**config.mk**
```make
export PLATFORM = sky130hd
export DESIGN_NAME = alu_decode_stage_flat
export DESIGN_NICKNAME = d
export VERILOG_FILES = /design/src/rtl/alu_pkg.sv /design/src/rtl/alu_decode_stage_if.sv /design/src/rtl/alu_decode_comb.sv /design/src/rtl/alu_decode_stage.sv /design/src/flat_wrapper.sv
export SDC_FILE = /design/constraint.sdc
export NUM_CORES = 1
export LEC_CHECK = 0
export BUFFER_PORTS_ARGS = -buffer_cell sky130_fd_sc_hd__buf_2
export CAP_MARGIN = 20
export CORE_MARGIN = 2
export CORE_UTILIZATION = 48
export CTS_BUF_LIST = sky130_fd_sc_hd__clkbuf_8
export CTS_CLUSTER_SIZE = 30
export DETAILED_ROUTE_END_ITERATION = 16
export PLACE_DENSITY = 0.79
export SYNTH_ARGS = -nofsm -noshare
export SYNTH_HDL_FRONTEND = slang
export SYNTH_SLANG_ARGS = --single-unit
```
**constraint.sdc**
```tcl
create_clock -name CLK -period 2.3 [get_ports CLK]
set_clock_uncertainty 0.2 [all_clocks]
set_input_delay 0.46 -clock CLK [delete_from_list [all_inputs] [get_ports CLK]]
set_output_delay 0.46 -clock CLK [all_outputs]
set_load 0.01 [all_outputs]
```
**src/rtl/alu_pkg.sv**
```systemverilog
// Shared ALU operation codes, RV32I opcode and funct7 constants for the decode stage.
// Latency: n/a (constants and a pure helper function only).
// Backpressure: n/a.
package alu_pkg;

    localparam logic [5:0] ALU_ADD   = 6'd0;
    localparam logic [5:0] ALU_SUB   = 6'd1;
    localparam logic [5:0] ALU_SLL   = 6'd2;
    localparam logic [5:0] ALU_SLT   = 6'd3;
    localparam logic [5:0] ALU_SLTU  = 6'd4;
    localparam logic [5:0] ALU_XOR   = 6'd5;
    localparam logic [5:0] ALU_SRL   = 6'd6;
    localparam logic [5:0] ALU_SRA   = 6'd7;
    localparam logic [5:0] ALU_OR    = 6'd8;
    localparam logic [5:0] ALU_AND   = 6'd9;
    localparam logic [5:0] ALU_PASS2 = 6'd10;
    localparam logic [5:0] ALU_NOP   = 6'd63;

    localparam logic [6:0] OPC_OP     = 7'b0110011;
    localparam logic [6:0] OPC_OP_IMM = 7'b0010011;
    localparam logic [6:0] OPC_LOAD   = 7'b0000011;
    localparam logic [6:0] OPC_STORE  = 7'b0100011;
    localparam logic [6:0] OPC_BRANCH = 7'b1100011;
    localparam logic [6:0] OPC_LUI    = 7'b0110111;
    localparam logic [6:0] OPC_AUIPC  = 7'b0010111;
    localparam logic [6:0] OPC_JAL    = 7'b1101111;
    localparam logic [6:0] OPC_JALR   = 7'b1100111;

    localparam logic [6:0] F7_ZERO = 7'b0000000;
    localparam logic [6:0] F7_ALT  = 7'b0100000;

    // Base funct3 -> ALU code map shared by OP and OP-IMM (the funct7=0 flavour).
    function automatic logic [5:0] f3_alu_op(input logic [2:0] funct3);
        logic [5:0] op;
        case (funct3)
            3'b000:  op = ALU_ADD;
            3'b001:  op = ALU_SLL;
            3'b010:  op = ALU_SLT;
            3'b011:  op = ALU_SLTU;
            3'b100:  op = ALU_XOR;
            3'b101:  op = ALU_SRL;
            3'b110:  op = ALU_OR;
            default: op = ALU_AND;
        endcase
        return op;
    endfunction

endpackage

```
**src/rtl/alu_decode_stage_if.sv**
```systemverilog
// Decode-to-execute bundle: instruction input handshake plus the registered ALU control slot.
// Latency: n/a (wiring only).
// Backpressure: OUT_READY low stalls the slot, which pulls IN_READY low unless FLUSH is set.
interface alu_decode_stage_if #(
    parameter int INPUT_WIDTH = 32,
    parameter int CNT_WIDTH   = 16
);
    logic                   IN_VALID;
    logic                   IN_READY;
    logic [31:0]            INSTRUCTION;
    logic                   FLUSH;
    logic                   OUT_VALID;
    logic                   OUT_READY;
    logic [5:0]             ALU_INSTRUCTION;
    logic [5:0]             SHIFT_AMOUNT;
    logic                   SHAMT_SRC;
    logic                   ALU_SRC1;
    logic                   ALU_SRC2;
    logic [INPUT_WIDTH-1:0] IMMEDIATE;
    logic                   ILLEGAL;
    logic [CNT_WIDTH-1:0]   ILLEGAL_COUNT;

    // The decode stage drives the ALU control side and IN_READY.
    modport master (
        input  IN_VALID, INSTRUCTION, FLUSH, OUT_READY,
        output IN_READY, OUT_VALID, ALU_INSTRUCTION, SHIFT_AMOUNT, SHAMT_SRC,
               ALU_SRC1, ALU_SRC2, IMMEDIATE, ILLEGAL, ILLEGAL_COUNT
    );

    // Fetch front end and execute stage seen as one environment.
    modport slave (
        output IN_VALID, INSTRUCTION, FLUSH, OUT_READY,
        input  IN_READY, OUT_VALID, ALU_INSTRUCTION, SHIFT_AMOUNT, SHAMT_SRC,
               ALU_SRC1, ALU_SRC2, IMMEDIATE, ILLEGAL, ILLEGAL_COUNT
    );
endinterface

```
**src/rtl/alu_decode_comb.sv**
```systemverilog
// Pure RV32I -> ALU control decode; unsupported encodings give NOP with all selects/immediate zero.
// Latency: 0 cycles (combinational).
// Backpressure: none; the caller decides when the result is captured.
module alu_decode_comb
    import alu_pkg::*;
#(
    parameter int INPUT_WIDTH = 32
) (
    input  logic [31:0]            instruction,
    output logic [5:0]             alu_op,
    output logic [5:0]             shift_amount,
    output logic                   shamt_src,
    output logic                   alu_src1,
    output logic                   alu_src2,
    output logic [INPUT_WIDTH-1:0] immediate,
    output logic                   illegal
);

    logic [6:0]  opcode;
    logic [2:0]  funct3;
    logic [6:0]  funct7;
    logic [31:0] imm_i, imm_s, imm_b, imm_u, imm_j;
    logic [31:0] imm32;

    assign opcode = instruction[6:0];
    assign funct3 = instruction[14:12];
    assign funct7 = instruction[31:25];

    assign imm_i = {{20{instruction[31]}}, instruction[31:20]};
    assign imm_s = {{20{instruction[31]}}, instruction[31:25], instruction[11:7]};
    assign imm_b = {{19{instruction[31]}}, instruction[31], instruction[7],
                    instruction[30:25], instruction[11:8], 1'b0};
    assign imm_u = {instruction[31:12], 12'b0};
    assign imm_j = {{11{instruction[31]}}, instruction[31], instruction[19:12],
                    instruction[20], instruction[30:21], 1'b0};

    // Classify by opcode, then collapse every illegal case to the canonical NOP encoding.
    always_comb begin
        alu_op       = ALU_NOP;
        shift_amount = {1'b0, instruction[24:20]};
        shamt_src    = 1'b0;
        alu_src1     = 1'b0;
        alu_src2     = 1'b0;
        imm32        = '0;
        illegal      = 1'b0;
        case (opcode)
            OPC_OP: begin
                shamt_src = (funct3 == 3'b001) || (funct3 == 3'b101);
                if (funct7 == F7_ZERO)                        alu_op = f3_alu_op(funct3);
                else if (funct7 == F7_ALT && funct3 == 3'b000) alu_op = ALU_SUB;
                else if (funct7 == F7_ALT && funct3 == 3'b101) alu_op = ALU_SRA;
                else                                           illegal = 1'b1;
            end
            OPC_OP_IMM: begin
                alu_src2 = 1'b1;
                imm32    = imm_i;
                // Shift-immediates reuse funct7 as a qualifier; other funct3 carry pure immediate bits.
                if (funct3 == 3'b001 && funct7 != F7_ZERO)     illegal = 1'b1;
                else if (funct3 == 3'b101 && funct7 == F7_ALT) alu_op = ALU_SRA;
                else if (funct3 == 3'b101 && funct7 != F7_ZERO) illegal = 1'b1;
                else                                           alu_op = f3_alu_op(funct3);
            end
            OPC_LOAD: begin
                alu_op   = ALU_ADD;
                alu_src2 = 1'b1;
                imm32    = imm_i;
            end
            OPC_STORE: begin
                alu_op   = ALU_ADD;
                alu_src2 = 1'b1;
                imm32    = imm_s;
            end
            OPC_BRANCH: begin
                imm32 = imm_b;
                case (funct3)
                    3'b000, 3'b001: alu_op = ALU_SUB;
                    3'b100, 3'b101: alu_op = ALU_SLT;
                    3'b110, 3'b111: alu_op = ALU_SLTU;
                    default:        illegal = 1'b1;
                endcase
            end
            OPC_LUI: begin
                alu_op   = ALU_PASS2;
                alu_src2 = 1'b1;
                imm32    = imm_u;
            end
            OPC_AUIPC: begin
                alu_op   = ALU_ADD;
                alu_src1 = 1'b1;
                alu_src2 = 1'b1;
                imm32    = imm_u;
            end
            OPC_JAL: begin
                alu_op   = ALU_ADD;
                alu_src1 = 1'b1;
                alu_src2 = 1'b1;
                imm32    = imm_j;
            end
            OPC_JALR: begin
                alu_op   = ALU_ADD;
                alu_src2 = 1'b1;
                imm32    = imm_i;
                if (funct3 != 3'b000) illegal = 1'b1;
            end
            default: illegal = 1'b1;
        endcase
        if (illegal) begin
            alu_op       = ALU_NOP;
            shift_amount = '0;
            shamt_src    = 1'b0;
            alu_src1     = 1'b0;
            alu_src2     = 1'b0;
            imm32        = '0;
        end
    end

    assign immediate = INPUT_WIDTH'($signed(imm32));

endmodule

```
**src/rtl/alu_decode_stage.sv**
```systemverilog
// Single-slot registered decode stage feeding the ALU control interface, with illegal-op counter.
// Latency: 1 cycle from acceptance to OUT_VALID; full throughput when OUT_READY stays high.
// Backpressure: IN_READY = ~OUT_VALID | OUT_READY | FLUSH; a stalled slot holds every output.
module alu_decode_stage
    import alu_pkg::*;
#(
    parameter int INPUT_WIDTH = 32,
    parameter int CNT_WIDTH   = 16
) (
    input  logic         CLK,
    input  logic         RST,
    alu_decode_stage_if.master bus
);

    logic [5:0]             dec_op;
    logic [5:0]             dec_shamt;
    logic                   dec_shamt_src;
    logic                   dec_src1;
    logic                   dec_src2;
    logic [INPUT_WIDTH-1:0] dec_imm;
    logic                   dec_illegal;

    logic                   out_valid;
    logic [5:0]             alu_op_q;
    logic [5:0]             shamt_q;
    logic                   shamt_src_q;
    logic                   src1_q;
    logic                   src2_q;
    logic [INPUT_WIDTH-1:0] imm_q;
    logic                   illegal_q;
    logic [CNT_WIDTH-1:0]   illegal_cnt;
    logic                   in_ready;
    logic                   load;

    alu_decode_comb #(.INPUT_WIDTH(INPUT_WIDTH)) u_decode (
        .instruction  (bus.INSTRUCTION),
        .alu_op       (dec_op),
        .shift_amount (dec_shamt),
        .shamt_src    (dec_shamt_src),
        .alu_src1     (dec_src1),
        .alu_src2     (dec_src2),
        .immediate    (dec_imm),
        .illegal      (dec_illegal)
    );

    assign in_ready = ~out_valid | bus.OUT_READY | bus.FLUSH;
    assign load     = bus.IN_VALID & in_ready & ~bus.FLUSH;

    // Pipeline slot: flush beats load beats consume; data regs only move on load.
    always_ff @(posedge CLK) begin
        if (RST) begin
            out_valid   <= 1'b0;
            alu_op_q    <= ALU_NOP;
            shamt_q     <= '0;
            shamt_src_q <= 1'b0;
            src1_q      <= 1'b0;
            src2_q      <= 1'b0;
            imm_q       <= '0;
            illegal_q   <= 1'b0;
            illegal_cnt <= '0;
        end else if (bus.FLUSH) begin
            out_valid <= 1'b0;
        end else if (load) begin
            out_valid   <= 1'b1;
            alu_op_q    <= dec_op;
            shamt_q     <= dec_shamt;
            shamt_src_q <= dec_shamt_src;
            src1_q      <= dec_src1;
            src2_q      <= dec_src2;
            imm_q       <= dec_imm;
            illegal_q   <= dec_illegal;
            if (dec_illegal && illegal_cnt != '1) begin
                illegal_cnt <= illegal_cnt + 1'b1;
            end
        end else if (out_valid && bus.OUT_READY) begin
            out_valid <= 1'b0;
        end
    end

    assign bus.IN_READY        = in_ready;
    assign bus.OUT_VALID       = out_valid;
    assign bus.ALU_INSTRUCTION = alu_op_q;
    assign bus.SHIFT_AMOUNT    = shamt_q;
    assign bus.SHAMT_SRC       = shamt_src_q;
    assign bus.ALU_SRC1        = src1_q;
    assign bus.ALU_SRC2        = src2_q;
    assign bus.IMMEDIATE       = imm_q;
    assign bus.ILLEGAL         = illegal_q;
    assign bus.ILLEGAL_COUNT   = illegal_cnt;

endmodule

```
**src/flat_wrapper.sv**
```systemverilog
// flat-port wrapper written by rule: the top's interface ports become plain ports
module alu_decode_stage_flat import alu_pkg::*;
#(
    parameter int INPUT_WIDTH = 32,
    parameter int CNT_WIDTH   = 16
)
  (CLK, RST, bus_IN_VALID, bus_INSTRUCTION, bus_FLUSH, bus_OUT_READY, bus_IN_READY, bus_OUT_VALID, bus_ALU_INSTRUCTION, bus_SHIFT_AMOUNT, bus_SHAMT_SRC, bus_ALU_SRC1, bus_ALU_SRC2, bus_IMMEDIATE, bus_ILLEGAL, bus_ILLEGAL_COUNT);
  alu_decode_stage_if #(.INPUT_WIDTH(INPUT_WIDTH), .CNT_WIDTH(CNT_WIDTH)) bus_i ();
  input  logic CLK;
  input  logic RST;
  input wire logic [$bits(bus_i.IN_VALID)-1:0] bus_IN_VALID;
  input wire logic [$bits(bus_i.INSTRUCTION)-1:0] bus_INSTRUCTION;
  input wire logic [$bits(bus_i.FLUSH)-1:0] bus_FLUSH;
  input wire logic [$bits(bus_i.OUT_READY)-1:0] bus_OUT_READY;
  output wire logic [$bits(bus_i.IN_READY)-1:0] bus_IN_READY;
  output wire logic [$bits(bus_i.OUT_VALID)-1:0] bus_OUT_VALID;
  output wire logic [$bits(bus_i.ALU_INSTRUCTION)-1:0] bus_ALU_INSTRUCTION;
  output wire logic [$bits(bus_i.SHIFT_AMOUNT)-1:0] bus_SHIFT_AMOUNT;
  output wire logic [$bits(bus_i.SHAMT_SRC)-1:0] bus_SHAMT_SRC;
  output wire logic [$bits(bus_i.ALU_SRC1)-1:0] bus_ALU_SRC1;
  output wire logic [$bits(bus_i.ALU_SRC2)-1:0] bus_ALU_SRC2;
  output wire logic [$bits(bus_i.IMMEDIATE)-1:0] bus_IMMEDIATE;
  output wire logic [$bits(bus_i.ILLEGAL)-1:0] bus_ILLEGAL;
  output wire logic [$bits(bus_i.ILLEGAL_COUNT)-1:0] bus_ILLEGAL_COUNT;
  assign bus_i.IN_VALID = bus_IN_VALID;
  assign bus_i.INSTRUCTION = bus_INSTRUCTION;
  assign bus_i.FLUSH = bus_FLUSH;
  assign bus_i.OUT_READY = bus_OUT_READY;
  assign bus_IN_READY = bus_i.IN_READY;
  assign bus_OUT_VALID = bus_i.OUT_VALID;
  assign bus_ALU_INSTRUCTION = bus_i.ALU_INSTRUCTION;
  assign bus_SHIFT_AMOUNT = bus_i.SHIFT_AMOUNT;
  assign bus_SHAMT_SRC = bus_i.SHAMT_SRC;
  assign bus_ALU_SRC1 = bus_i.ALU_SRC1;
  assign bus_ALU_SRC2 = bus_i.ALU_SRC2;
  assign bus_IMMEDIATE = bus_i.IMMEDIATE;
  assign bus_ILLEGAL = bus_i.ILLEGAL;
  assign bus_ILLEGAL_COUNT = bus_i.ILLEGAL_COUNT;
  alu_decode_stage #(.INPUT_WIDTH(INPUT_WIDTH), .CNT_WIDTH(CNT_WIDTH)) u_core (.CLK(CLK), .RST(RST), .bus(bus_i));
endmodule
```
# [Word-level counts from Yosys, hierarchy flattened]
# Cells that the tools add are included.
[word_totals] ff_bits=65 input_bits=37 output_inout_bits=66 wordCells=89
[classes] n_addsub=1 eq_ne=18 mux=30 bitwise=6 n_reduce_logical=25
[ops] cell="$pmux W32 S5" count=1
[ops] cell="$mux W6" count=7
[ops] cell="$mux W32" count=1
[ops] cell="$pmux W6 S5" count=1
[ops] cell="$eq A7 B6 Y1 const B" count=4
[ops] cell="$pmux W4 S7" count=1
[ops] cell="$eq A7 B7 Y1 const B" count=3
[ops] cell="$pmux W6 S3" count=1
[ops] cell="$add A16 B1 Y16 const B" count=1
[ops] cell="$mux W1" count=16
[ops] cell="$ne A16 B16 Y1 const B" count=1
[ops] cell="$eq A7 B5 Y1 const B" count=2
[ops] cell="$eq A3 B3 Y1 const B" count=4
[ops] cell="$reduce_or A2 Y1" count=6
[ops] cell="$reduce_or A5 Y1" count=2
[ops] cell="$eq A7 B2 Y1 const B" count=1
[ops] cell="$logic_not A7 Y1" count=1
[ops] cell="$reduce_bool A7 Y1" count=1
[ops] cell="$reduce_or A7 Y1" count=1
[ops] cell="$eq A3 B2 Y1 const B" count=2
[ops] cell="$logic_and A1 B1 Y1" count=6
[ops] cell="$reduce_or A6 Y1" count=1
[ops] cell="$mux W5" count=1
[ops] cell="$pmux W1 S5" count=1
[ops] cell="other kinds (11)" count=14

# [Logic depth before layout (Yosys ltp)]
# Gate-level depths: netlist of run 1.
[depth] depth_word=8 ltp_mapped=10 depth_no_buf=8

# [By module]
# A second synthesis of run 1 with hierarchy kept.
[hier_totals] hier_cells=511 hier_area_um2=3732.3
[by_module_without_submodules] module="alu_decode_stage" instances=1 cells_each=325 area_per_inst_um2=2651.3 seq_area_each_um2=1301.2
[by_module_without_submodules] module="alu_decode_comb" instances=1 cells_each=186 area_per_inst_um2=1081.0 seq_area_each_um2=0.0

# [Worst setup path before layout of run 1]
# OpenSTA, ideal clock, no wires.
[synth_path] path_kind="in2reg" start="in bus_INSTRUCTION[25]" end="reg u_core.illegal_cnt[13], in the netlist u_core.bus.ILLEGAL_COUNT[13]" setup_time_ns=0.123 arrival_time_ns=2.176 required_time_ns=1.977 setup_slack_ns=-0.199 cell_stages=7 path_buffers=1 cell_sequence="or4_4 a2111oi_4 o21ai_2 o21ai_2 buf_4 nor4_1 mux2_1"
[synth_between] elab_chain_cells=8 word_cells_on_any_way=16 classes_between="eq/ne: 1; mux: 7; reduce/logical: 8"
[synth_rtl] item="start: declaration" line_no="flat_wrapper.sv:12" text="input wire logic [$bits(bus_i.INSTRUCTION)-1:0] bus_INSTRUCTION;"
[synth_rtl] item="$eq A7 B6 Y1 or $reduce_bool A7 Y1 (tied branches)"
[synth_rtl] item="$logic_and A1 B1 Y1 (on tied branches)" line_no="alu_decode_comb.sv:51, alu_decode_comb.sv:59, alu_decode_comb.sv:60"
[synth_rtl] item="$mux W1 (on tied branches)" line_no="alu_decode_comb.sv:51, alu_decode_comb.sv:60"
[synth_rtl] item="$mux W1 (on tied branches)" line_no="alu_decode_comb.sv:50, alu_decode_comb.sv:59"
[synth_rtl] item="$mux W1 (on tied branches)" line_no="alu_decode_comb.sv:49, alu_decode_comb.sv:58"
[synth_rtl] item="$pmux W1 S5 (*)" line_no="alu_decode_comb.sv:46" text="case (opcode)"
[synth_rtl] item="$logic_and A1 B1 Y1 (*)" line_no="alu_decode_stage.sv:72" text="if (dec_illegal && illegal_cnt != '1) begin"
[synth_rtl] item="$reduce_and A3 Y1 (no source line) (*)"
[synth_rtl] item="end signal: assignment" line_no="alu_decode_stage.sv:73" text="illegal_cnt <= illegal_cnt + 1'b1;"
[synth_rtl] item="end: declaration" line_no="alu_decode_stage.sv:31" text="logic [CNT_WIDTH-1:0] illegal_cnt;"
# Every way passes the cells marked *; elsewhere a longest branch is shown, timed or not.
# A chain may end at the register's enable or synchronous reset.

# [Final worst setup path of run 1]
# Same ends and word-level chain as after synthesis.

==> metrics.md, run 1 <==
| Metric | Value |
|---|---|
| Count leader, synth | `dfxtp_1` |
| Critical path cell sequence | `buf_2, or4_4, a2111oi_4, o21ai_2, o21ai_2, buf_12, nor4_2, mux2_1` |
| Status | `completed` |
| DRC | `0` |
| Clock buffer depth | `2` |
| Clock power share | `37.3%` |
| Post-Place Cells | `600` |
| Final Non-Filler Cells | `617` |
| Synth top cells by count | `dfxtp_1, a21oi_1, nand2_1` |
| Seq/Total Area, Yosys | `39.0%` |
| Post-synth top area cell | `dfxtp_1` |
| Hold Crit Class | `input port to flop` |
| Critical Path Source Type | `input port` |
| Slowest CP cell | `or4_4` |
| Synthesis-stage register bit count | `63` |
| Worst skew pair latency | `340 ps` |
| Setup crit end kind | `flop` |
| Worst Hold Launch | `bus_INSTRUCTION[21]` |
| CTS Buf Count | `9` |
| Worst hold path cell count | `2` |
| Sw frac | `a little over a quarter` |
| CTS sink cnt | `63` |
| Inserted Diodes | `0` |
| Layout cells sized above 1 | `approximately 41%` |
| WS Path Type | `input port to flop` |
| Vias | `between 3k and 4k` |
| Synthesized area | `roughly 3200 sq um` |
| Wire per inst | `roughly 15 um` |
| Placeable Area | `6420 sq um` |
| Worst setup path start | `bus_INSTRUCTION[25]` |
| Mapped Cells | `between 300 and 400` |
| Vias in the first global route | `just over 3k` |
| Syn nets | `between 400 and 500` |
| DP HPWL | `slightly below 7 mm` |
| Max-cap violations | `0` |
| Logic pwr share | `around an eighth` |
| Ratio of final minimum period to clock period | `a little over nine tenths` |
| CTS Hold Bufs | `0` |
| Avg Vias per Cell | `around 5.6` |
| Pre-antenna DRT Iters | `4` |
| Int Power | `1.60 mW` |
| Leakage | `between 1.5 and 2 nW` |
| Global route total overflow | `0` |
| Max VDD drop | `between 0.2 and 0.3 mV` |
| Dpl ws | `-289 ps` |
| Slew Limit Fails | `0` |
| CTS tree | `built` |
| Asr flop ratio synth | `0%` |
| Root buf cell | `clkbuf_8` |
| GPL Wtd Cong | `between 0.9 and 1` |
| WP data arrival | `2260 ps` |
| RR Startpoint | `u_core.bus.ILLEGAL_COUNT[1]$_SDFFE_PP0P_` |
| Flop pwr share | `between 50% and 60%` |
| Switching power | `595 uW` |
| R2r setup slk | `roughly 150 ps` |
| Most frequent cell on the critical path | `o21ai_2` |
| Final worst slack | `between 70 and 80 ps` |
| FF-to-FF path depth | `8` |
| Die height | `between 80 and 90 um` |
| Synth Area per Inst | `8.44 sq um` |
| Final Hold Fails | `0` |
| Post-layout util | `~69%` |
| # nets final | `approximately 580` |
| Post-synth EDFFs | `0` |
| H-tree Lvls | `3` |
| Synth area leaders | `dfxtp_1, a21oi_1, o21ai_2` |
| Synth top area share | `around 39%` |
| Sum Neg Setup Slack | `0 ps` |
| Required @ worst endpoint | `between 2000 and 2500 ps` |
| Layout area overhead | `36.6%` |
| Final setup viols | `0` |
| Initial core utilization | `around half` |
| Minimum clock period | `roughly 2200 ps` |
| Synth Flop Type | `dfxtp_1` |
| Ys Warns | `0` |
| Drt total wl | `approximately 9.1 mm` |
| Power per cell area | `497 nW/um^2` |
| Std cell rows | `29` |
| Total power | `~2.2 mW` |
| First-pass GRT wire length | `between 10 and 15 mm` |
| PortBufs | `101` |
| All-layer global routing usage | `between 20 and 25%` |
| Initial DRC Count | `approximately 160` |
| Crit Path Max Fanout | `16` |
| Initial antenna violation count | `0` |
| Clock transition at the registers of the reported paths | `~70 ps` |
| RSZ-0062 raised after global routing | `false` |
| Die span in x | `around 86 um` |
| DRT antenna net count | `0` |
| Largest net degree at the start of global routing | `32` |
| Yosys cell types | `60` |
| Crit path largest cell delay | `around 570 ps` |
| Die area | `7410 sq um` |
| Fmax | `about 450 MHz` |
| Io pins | `103` |
-- worst paths after layout --
path,end
setup reg to reg,u_core.bus.ILLEGAL_COUNT[4]$_SDFFE_PP0P_
hold / removal,u_core.bus.SHIFT_AMOUNT[1]$_SDFFE_PP0P_
hold reg to reg,u_core.bus.ALU_SRC2$_SDFFE_PP0P_
setup / recovery,u_core.bus.ILLEGAL_COUNT[13]$_SDFFE_PP0P_
-- logic make-up after synthesis --
logic type               synth area share [%]
AND/OR/NAND/NOR                          21.5
AO/OA/AOI/OAI                            29.4
multiplexers                             1.32
flip-flops                               39.0
buffers and inverters                    5.11
adder cells (fa/ha/maj)                  1.93
XOR/XNOR                                 1.62
other                                   0.116
-- cell usage in the layout, fill, tap and decap left out, types with 3 or more instances in the layout --
| cell type | netlist | routed |
|---|---|---|
| o21ai_1 | 0 | 4 |
| nand3_1 | 9 | 9 |
| nand2_1 | 41 | 41 |
| dfxtp_1 | 63 | 63 |
| a22oi_1 | 11 | 11 |
| and2_1 | 4 | 4 |
| nor3_1 | 4 | 4 |
| clkbuf_8 | 0 | 9 |
| nand2b_1 | 5 | 5 |
| nor2_1 | 31 | 30 |
| clkinv_2 | 0 | 3 |
| or4_1 | 5 | 5 |
| clkinvlp_4 | 0 | 3 |
| a22o_1 | 8 | 8 |
| a21oi_1 | 41 | 41 |
| and3_1 | 7 | 7 |
| buf_4 | 3 | 60 |
| buf_2 | 6 | 101 |
| inv_1 | 10 | 11 |
| ha_1 | 5 | 5 |
| xor2_1 | 5 | 5 |
| o21ai_2 | 22 | 22 |
| o21ai_0 | 20 | 16 |
| o31ai_1 | 5 | 5 |
| nor2b_1 | 8 | 6 |
| or3_1 | 4 | 4 |
| nand3b_1 | 3 | 3 |
-- worst max-delay path, delay by kind of cell --
family          cells  cell delay, ps
mux                 1             310
buf+inv             2             260
simple gates        2             610
compound gates      3             600
-- power groups by stage --
stage                     combinational, mW  sequential, mW  clock, mW
after detailed placement              0.264            1.13          0
after CTS                             0.265            1.10      0.838
after floorplan                       0.126            1.13          0
after global routing                  0.297            1.10      0.882
final                                 0.274            1.10      0.818
after global placement                0.260            1.13          0
-- registers in the layout, summed over array words and instances, names as in the netlist --
signal                      flops
u_core.bus.IMMEDIATE           32
u_core.bus.ILLEGAL_COUNT       16
u_core.bus.ALU_INSTRUCTION      5
u_core.bus.SHIFT_AMOUNT         5
u_core.bus.ALU_SRC1             1
u_core.bus.ALU_SRC2             1
u_core.bus.ILLEGAL              1
u_core.bus.OUT_VALID            1
u_core.bus.SHAMT_SRC            1
-- timing repair --
item | in CTS | in global routing
setup buffers | 0 | 0
resized for setup | 0 | 6
setup endpoints to repair | 0 | 6
-- final cells by class --
cell class	instances	area (sq um)
clock buffer	9	124
sequential	63	1260
clock inverter	7	41.3
fill	546	2010
tap	77	96.3
multi-input combinational	287	1850
timing repair buffer	164	1010
inverter	10	37.5
-- metrics by stage --
stage | hold WS [ps] | cell area [sq um]
3_3_place_gp | 218 | 4220
4_1_cts | 155 | 4380
3_5_place_dp | 227 | 4220
2_1_floorplan | 263 | 3260
6_report | 168 | 4420
5_1_grt | 176 | 4420
-- per-layer routing --
layer  routed length, um  global-route usage [%]
met4                 248                    11.7
met5                   0                       0
met2                4230                    38.8
met3                 722                    4.72
met1                3870                    30.7
Note: power is estimated with default switching activity, not from simulation.
==> run 2: changes to the inputs <==
--- a/config.mk
+++ b/config.mk
@@ -7,7 +7,7 @@
 export LEC_CHECK = 0
 export BUFFER_PORTS_ARGS = -buffer_cell sky130_fd_sc_hd__buf_2
 export CAP_MARGIN = 20
-export CORE_MARGIN = 2
+export CORE_MARGIN = 8
 export CORE_UTILIZATION = 48
 export CTS_BUF_LIST = sky130_fd_sc_hd__clkbuf_8
 export CTS_CLUSTER_SIZE = 30
==> metrics.md, run 2 (synthesized netlist as in run 1, its figures left out) <==
| Metric | Value |
|---|---|
| Status | `completed` |
| Vias in the first global route | `3483 (+13%)` |
| Layout area overhead | `40.7%` |
| Final setup viols | `0 (unchanged)` |
| Initial DRC Count | `205 (+27%)` |
| Minimum clock period | `2240 ps (+8.38 ps)` |
| Global route total overflow | `0 (unchanged)` |
| Die span in x | `98.1 um (+14%)` |
| GPL Wtd Cong | `0.952 (-0.32%)` |
| CTS Hold Bufs | `0 (unchanged)` |
| Commonest non-fill, non-tap cells in the layout | `buf_2, buf_4, dfxtp_1` |
| Final worst slack | `63.0 ps (-8.38 ps)` |
| Clock transition at the registers of the reported paths | `80 ps (about the same)` |
| All-layer global routing usage | `20.6% (-3.5 points)` |
| DP HPWL | `7.45 mm (+9.8%)` |
| Drt total wl | `9.94 mm (+9.5%)` |
| Clock buffer depth | `2 (unchanged)` |
| WS Path Type | `input port to flop` |
| Dpl ws | `-319 ps (-30.2 ps)` |
| CTS tree | `built` |
| Final instance area | `4550 sq um (+3.0%)` |
| Die height | `98.1 um (+14%)` |
| DRC | `0 (unchanged)` |
| Largest net degree at the start of global routing | `32 (unchanged)` |
| Ratio of final minimum period to clock period | `97.3% (+0.36 points)` |
| Leakage | `1.99 nW (+3.3%)` |
| Critical Path Source Type | `input port` |
| Initial antenna violation count | `0 (unchanged)` |
| CTS sink cnt | `63 (unchanged)` |
| CP endpoint | `u_core.bus.ILLEGAL_COUNT[11]$_SDFFE_PP0P_` |
| Crit Path Max Fanout | `10 (-6)` |
| CTS Buf Count | `9 (unchanged)` |
| Critical path cell sequence | `buf_2, and4bb_4, nand4_1, o21ai_2, o21ai_4, buf_6, or4_1, a21oi_1` |
| WP data arrival | `2320 ps (+60 ps)` |
| RR Startpoint | `u_core.bus.ILLEGAL_COUNT[1]$_SDFFE_PP0P_` |
| R2r setup slk | `130 ps (-20 ps)` |
| Slowest CP cell | `or4_1` |
| Fmax | `447 MHz (-0.37%)` |
| Io pins | `103 (unchanged)` |
| Crit path largest cell delay | `410 ps (-160 ps)` |
| Worst hold path cell count | `2 (unchanged)` |
| Root buf cell | `clkbuf_8` |
| Placeable Area | `6640 sq um (+3.4%)` |
| Total power | `2.50 mW (+14%)` |
| # nets final | `583 (+1.0%)` |
| FF-to-FF path depth | `7 (-1)` |
| Pre-antenna DRT Iters | `4 (unchanged)` |
| Power per cell area | `549 nW/um^2 (+11%)` |
| Std cell rows | `30 (+3.4%)` |
| Most common cell after layout, fill and taps aside | `buf_2` |
| Required @ worst endpoint | `2380 ps (+50 ps)` |
| Die area | `9620 sq um (+30%)` |
| Post-Place Cells | `607 (+1.2%)` |
| First-pass GRT wire length | `16.4 mm (+15%)` |
| RSZ-0062 raised after global routing | `true` |
| Initial core utilization | `48.7% (-1.7 points)` |
| Avg Vias per Cell | `5.59 (about the same)` |
| Final Hold Fails | `0 (unchanged)` |
| Final Non-Filler Cells | `626 (+1.5%)` |
| PortBufs | `101 (unchanged)` |
| Placement Cell Area | `4240 sq um (+0.50%)` |
| Max FFs per register | `32 (unchanged)` |
| Max-cap violations | `0 (unchanged)` |
| Slew Limit Fails | `0 (unchanged)` |
| Wire per inst | `15.9 um (+7.9%)` |
| Worst setup path start | `bus_INSTRUCTION[3]` |
| Layout cells sized above 1 | `41.6% (+0.83 points)` |
| Final hold slack | `158 ps (-9.40 ps)` |
| Vias | `3500 (+1.4%)` |
| Max VDD drop | `0.376 mV (+36%)` |
| Inserted Diodes | `0 (unchanged)` |
| Reg-to-reg endpoint | `u_core.bus.ILLEGAL_COUNT[11]$_SDFFE_PP0P_` |
| DRT antenna net count | `0 (unchanged)` |
| Hold Crit Class | `input port to flop` |
| Setup crit end kind | `flop` |
| Worst skew pair latency | `350 ps (about the same)` |
| H-tree Lvls | `3 (unchanged)` |
run 2: cell count changes in the layout (fill, tap and decap cells not counted), moves of 2 or more:
| cell | previous run | this run |
|---|---|---|
| inv_6 | 0 | 3 |
| clkinvlp_4 | 3 | 1 |
| buf_6 | 0 | 4 |
| bufinv_16 | 0 | 2 |
| buf_4 | 60 | 64 |
| clkinv_2 | 3 | 0 |
run 2: power breakdown:
group	total [mW]	switching [mW]	internal, mW
registers	1.10	0.00485	1.10
logic	0.292	0.159	0.133
clock network	1.11	0.483	0.623
total	2.50	0.646	1.85
run 2: what timing repair did:
item,CTS,global route
endpoints found under the setup margin,0,23
resized for setup,0,15
buffers inserted,0,2
run 2: per-stage QoR:
| step | util, % | setup TNS, ps |
|---|---|---|
| finish | 68.5 | 0 |
| global route | 68.5 | -186 |
| CTS | 67.2 | 0 |
| detailed placement | 63.8 | -14190 |
| global placement | 63.8 | -10320 |
| floorplan | - | -1690 |
run 2: worst min-delay path by stage:
stage | startpoint | to | slack (ps)
floorplan | u_core.bus.ALU_SRC2$_SDFFE_PP0P_ | u_core.bus.ALU_SRC2$_SDFFE_PP0P_ | 260
global placement | u_core.bus.ALU_SRC2$_SDFFE_PP0P_ | u_core.bus.ALU_SRC2$_SDFFE_PP0P_ | 220
detailed placement | u_core.bus.ALU_SRC2$_SDFFE_PP0P_ | u_core.bus.ALU_SRC2$_SDFFE_PP0P_ | 230
CTS | bus_INSTRUCTION[24] | u_core.bus.SHIFT_AMOUNT[4]$_SDFFE_PP0P_ | 150
global route | bus_INSTRUCTION[24] | u_core.bus.SHIFT_AMOUNT[4]$_SDFFE_PP0P_ | 170
finish | bus_INSTRUCTION[24] | u_core.bus.SHIFT_AMOUNT[4]$_SDFFE_PP0P_ | 160
run 2: cell type report:
class                           count  area (sq um)
Inverter                           10          37.5
Fill cell                         561          2090
Multi-Input combinational cell    287          1860
Clock inverter                      7           103
Clock buffer                        9           124
Tap cell                           80           100
Timing Repair Buffer              170          1060
Sequential cell                    63          1260
run 2: critical path: cells and delay by family:
kind                   cells  cell delay (ps)
AO/OA/AOI/OAI              3              590
buffers and inverters      2              300
AND/OR/NAND/NOR            3              950
run 2: routing by layer:
layer	GRT usage, %	share of wire (%)
met2	34.1	47
met3	5.69	7.5
met4	10.2	2.3
met5	0	0
met1	23.7	43
==> run 3: changes to the inputs <==
--- a/config.mk
+++ b/config.mk
@@ -6,9 +6,11 @@
 export NUM_CORES = 1
 export LEC_CHECK = 0
 export BUFFER_PORTS_ARGS = -buffer_cell sky130_fd_sc_hd__buf_2
-export CAP_MARGIN = 20
+export CAP_MARGIN = 5
+export CELL_PAD_IN_SITES_DETAIL_PLACEMENT = 1
+export CELL_PAD_IN_SITES_GLOBAL_PLACEMENT = 1
 export CORE_MARGIN = 8
-export CORE_UTILIZATION = 48
+export CORE_UTILIZATION = 35
 export CTS_BUF_LIST = sky130_fd_sc_hd__clkbuf_8
 export CTS_CLUSTER_SIZE = 30
 export DETAILED_ROUTE_END_ITERATION = 16
==> metrics.md, run 3 (synthesized netlist as in run 1, its figures left out) <==
| Metric | Value |
|---|---|
| Placement Cell Area | `4290 sq um (+1.3%)` |
| Drt total wl | `11.8 mm (+18%)` |
| GPL Wtd Cong | `0.833 (-12%)` |
| Slew margin rel. | `around a fifth` |
| Max VDD drop | `0.303 mV (-19%)` |
| Crit path max-delay family | `simple AND/OR/NAND/NOR gates` |
| Initial DRC Count | `131 (-36%)` |
| Final Hold Fails | `0 (unchanged)` |
| Vias in the first global route | `3772 (+8.3%)` |
| Most common cell after layout, fill and taps aside | `buf_2` |
| Final worst slack | `3.10 ps (-59.9 ps)` |
| Pre-antenna DRT Iters | `4 (unchanged)` |
| Worst skew pair latency | `340 ps (about the same)` |
| Worst slew pin tran | `~1200 ps` |
| Slew Limit Fails | `0 (unchanged)` |
| DRC | `0 (unchanged)` |
| Layout area overhead | `40.1%` |
| Power per cell area | `518 nW/um^2 (-5.7%)` |
| CTS Buf Count | `9 (unchanged)` |
| PortBufs | `101 (unchanged)` |
| Placeable Area | `9110 sq um (+37%)` |
| # nets final | `583 (unchanged)` |
| CTS Hold Bufs | `0 (unchanged)` |
| Critical path cell sequence | `buf_2, or4_4, a2111oi_4, o211ai_4, or3_4, o21ai_0` |
| Inserted Diodes | `0 (unchanged)` |
| Post-layout util | `49.7% (-19 points)` |
| Hold Crit Class | `input port to flop` |
| Total power | `2.35 mW (-6.1%)` |
| Fmax | `435 MHz (-2.6%)` |
| Worst hold path cell count | `2 (unchanged)` |
| Io pins | `103 (unchanged)` |
| Leakage | `1.97 nW (-1.0%)` |
| Root buf cell | `clkbuf_8` |
| R2r setup slk | `90 ps (-40 ps)` |
| Final instance area | `4530 sq um (-0.44%)` |
| Avg Vias per Cell | `5.39 (-3.5%)` |
| Setup bufs post-CTS | `0 (unchanged)` |
| Wire per inst | `17.9 um (+13%)` |
| Ratio of final minimum period to clock period | `99.9% (+2.6 points)` |
| Required @ worst endpoint | `2360 ps (-20 ps)` |
| Clock transition at the registers of the reported paths | `70 ps (about the same)` |
| Critical path buffer and inverter count | `1 (-1)` |
| Final setup viols | `0 (unchanged)` |
| Commonest non-fill, non-tap cells in the layout | `buf_2, buf_4, dfxtp_1` |
| Crit Path Max Fanout | `12 (+2)` |
| Dpl ws | `-346 ps (-26.5 ps)` |
| DP HPWL | `9.05 mm (+22%)` |
| Die height | `112 um (+14%)` |
| DRT antenna net count | `0 (unchanged)` |
| WP data arrival | `2360 ps (+40 ps)` |
| Setup crit end kind | `flop` |
| Die span in x | `112 um (+14%)` |
| Resize count post-CTS | `0 (unchanged)` |
| Max-cap violations | `0 (unchanged)` |
| Minimum clock period | `2300 ps (+59.9 ps)` |
| CTS tree | `built` |
| Critical Path Source Type | `input port` |
| Die area | `12600 sq um (+31%)` |
| H-tree Lvls | `3 (unchanged)` |
| Initial antenna violation count | `1 (+1)` |
| Critical path depth | `6 (-2)` |
| CTS sink cnt | `63 (unchanged)` |
| Global route total overflow | `0 (unchanged)` |
| WS Path Type | `input port to flop` |
| Crit path largest cell delay | `580 ps (+170 ps)` |
| All-layer global routing usage | `18.6% (-1.9 points)` |
| Slowest CP cell | `or4_4` |
| Std cell rows | `35 (+17%)` |
| Largest net degree at the start of global routing | `32 (unchanged)` |
| FF-to-FF path depth | `7 (unchanged)` |
| Clock buffer depth | `2 (unchanged)` |
| Max FFs per register | `32 (unchanged)` |
| Initial core utilization | `35.5% (-13 points)` |
| RSZ-0062 raised after global routing | `true` |
| First-pass GRT wire length | `19.3 mm (+17%)` |
| Vias | `3544 (+1.3%)` |
| Layout cells sized above 1 | `41.0% (-0.55 points)` |
| Status | `completed` |
-- run 3: cell types whose count changed in the layout (fill, tap and decap cells not counted), sizes merged --
cell,change
buf,-1
inv,-2
or3,+1
bufinv,-1
clkinv,+3
-- run 3: cell type report --
cell class / instances / area (sq um)
clock buffers: 9 / 124
multi-input cells: 288 / 1880
inverters: 10 / 37.5
fillers: 1132 / 4580
flip-flops and latches: 63 / 1260
repair buffers: 169 / 1030
clock inverters: 7 / 65.1
well taps: 111 / 139
-- run 3: path summary, 6_finish.rpt --
| path | start | endpoint |
|---|---|---|
| setup / recovery | bus_INSTRUCTION[25] | u_core.bus.IMMEDIATE[23]$_SDFFE_PP0P_ |
| hold / removal | bus_INSTRUCTION[24] | u_core.bus.SHIFT_AMOUNT[4]$_SDFFE_PP0P_ |
| hold reg to reg | u_core.bus.ALU_SRC2$_SDFFE_PP0P_ | u_core.bus.ALU_SRC2$_SDFFE_PP0P_ |
| setup reg to reg | u_core.bus.ILLEGAL_COUNT[8]$_SDFFE_PP0P_ | u_core.bus.ILLEGAL_COUNT[11]$_SDFFE_PP0P_ |
-- run 3: per-layer routing --
metal | global-route usage, % | routed length, um | vias up
li1 | - | - | 1706
met1 | 21.6 | 5270 | 1717
met2 | 32.2 | 5690 | 100
met3 | 5.37 | 576 | 19
met4 | 6.21 | 224 | 2
met5 | 0 | 10 | -
-- run 3: power breakdown --
group | switching, mW | internal (mW) | leakage, nW
Clock | 0.460 | 0.492 | 0.100
Sequential | 0.00390 | 1.10 | 0.508
Combinational | 0.165 | 0.128 | 1.36
-- run 3: per-stage QoR --
stage	hold WS [ps]	TNS, ps	std cells
CTS	159	0	656
global route	163	-187	657
floorplan	263	-1690	383
finish	171	0	657
global placement	229	-12590	640
detailed placement	245	-15160	640
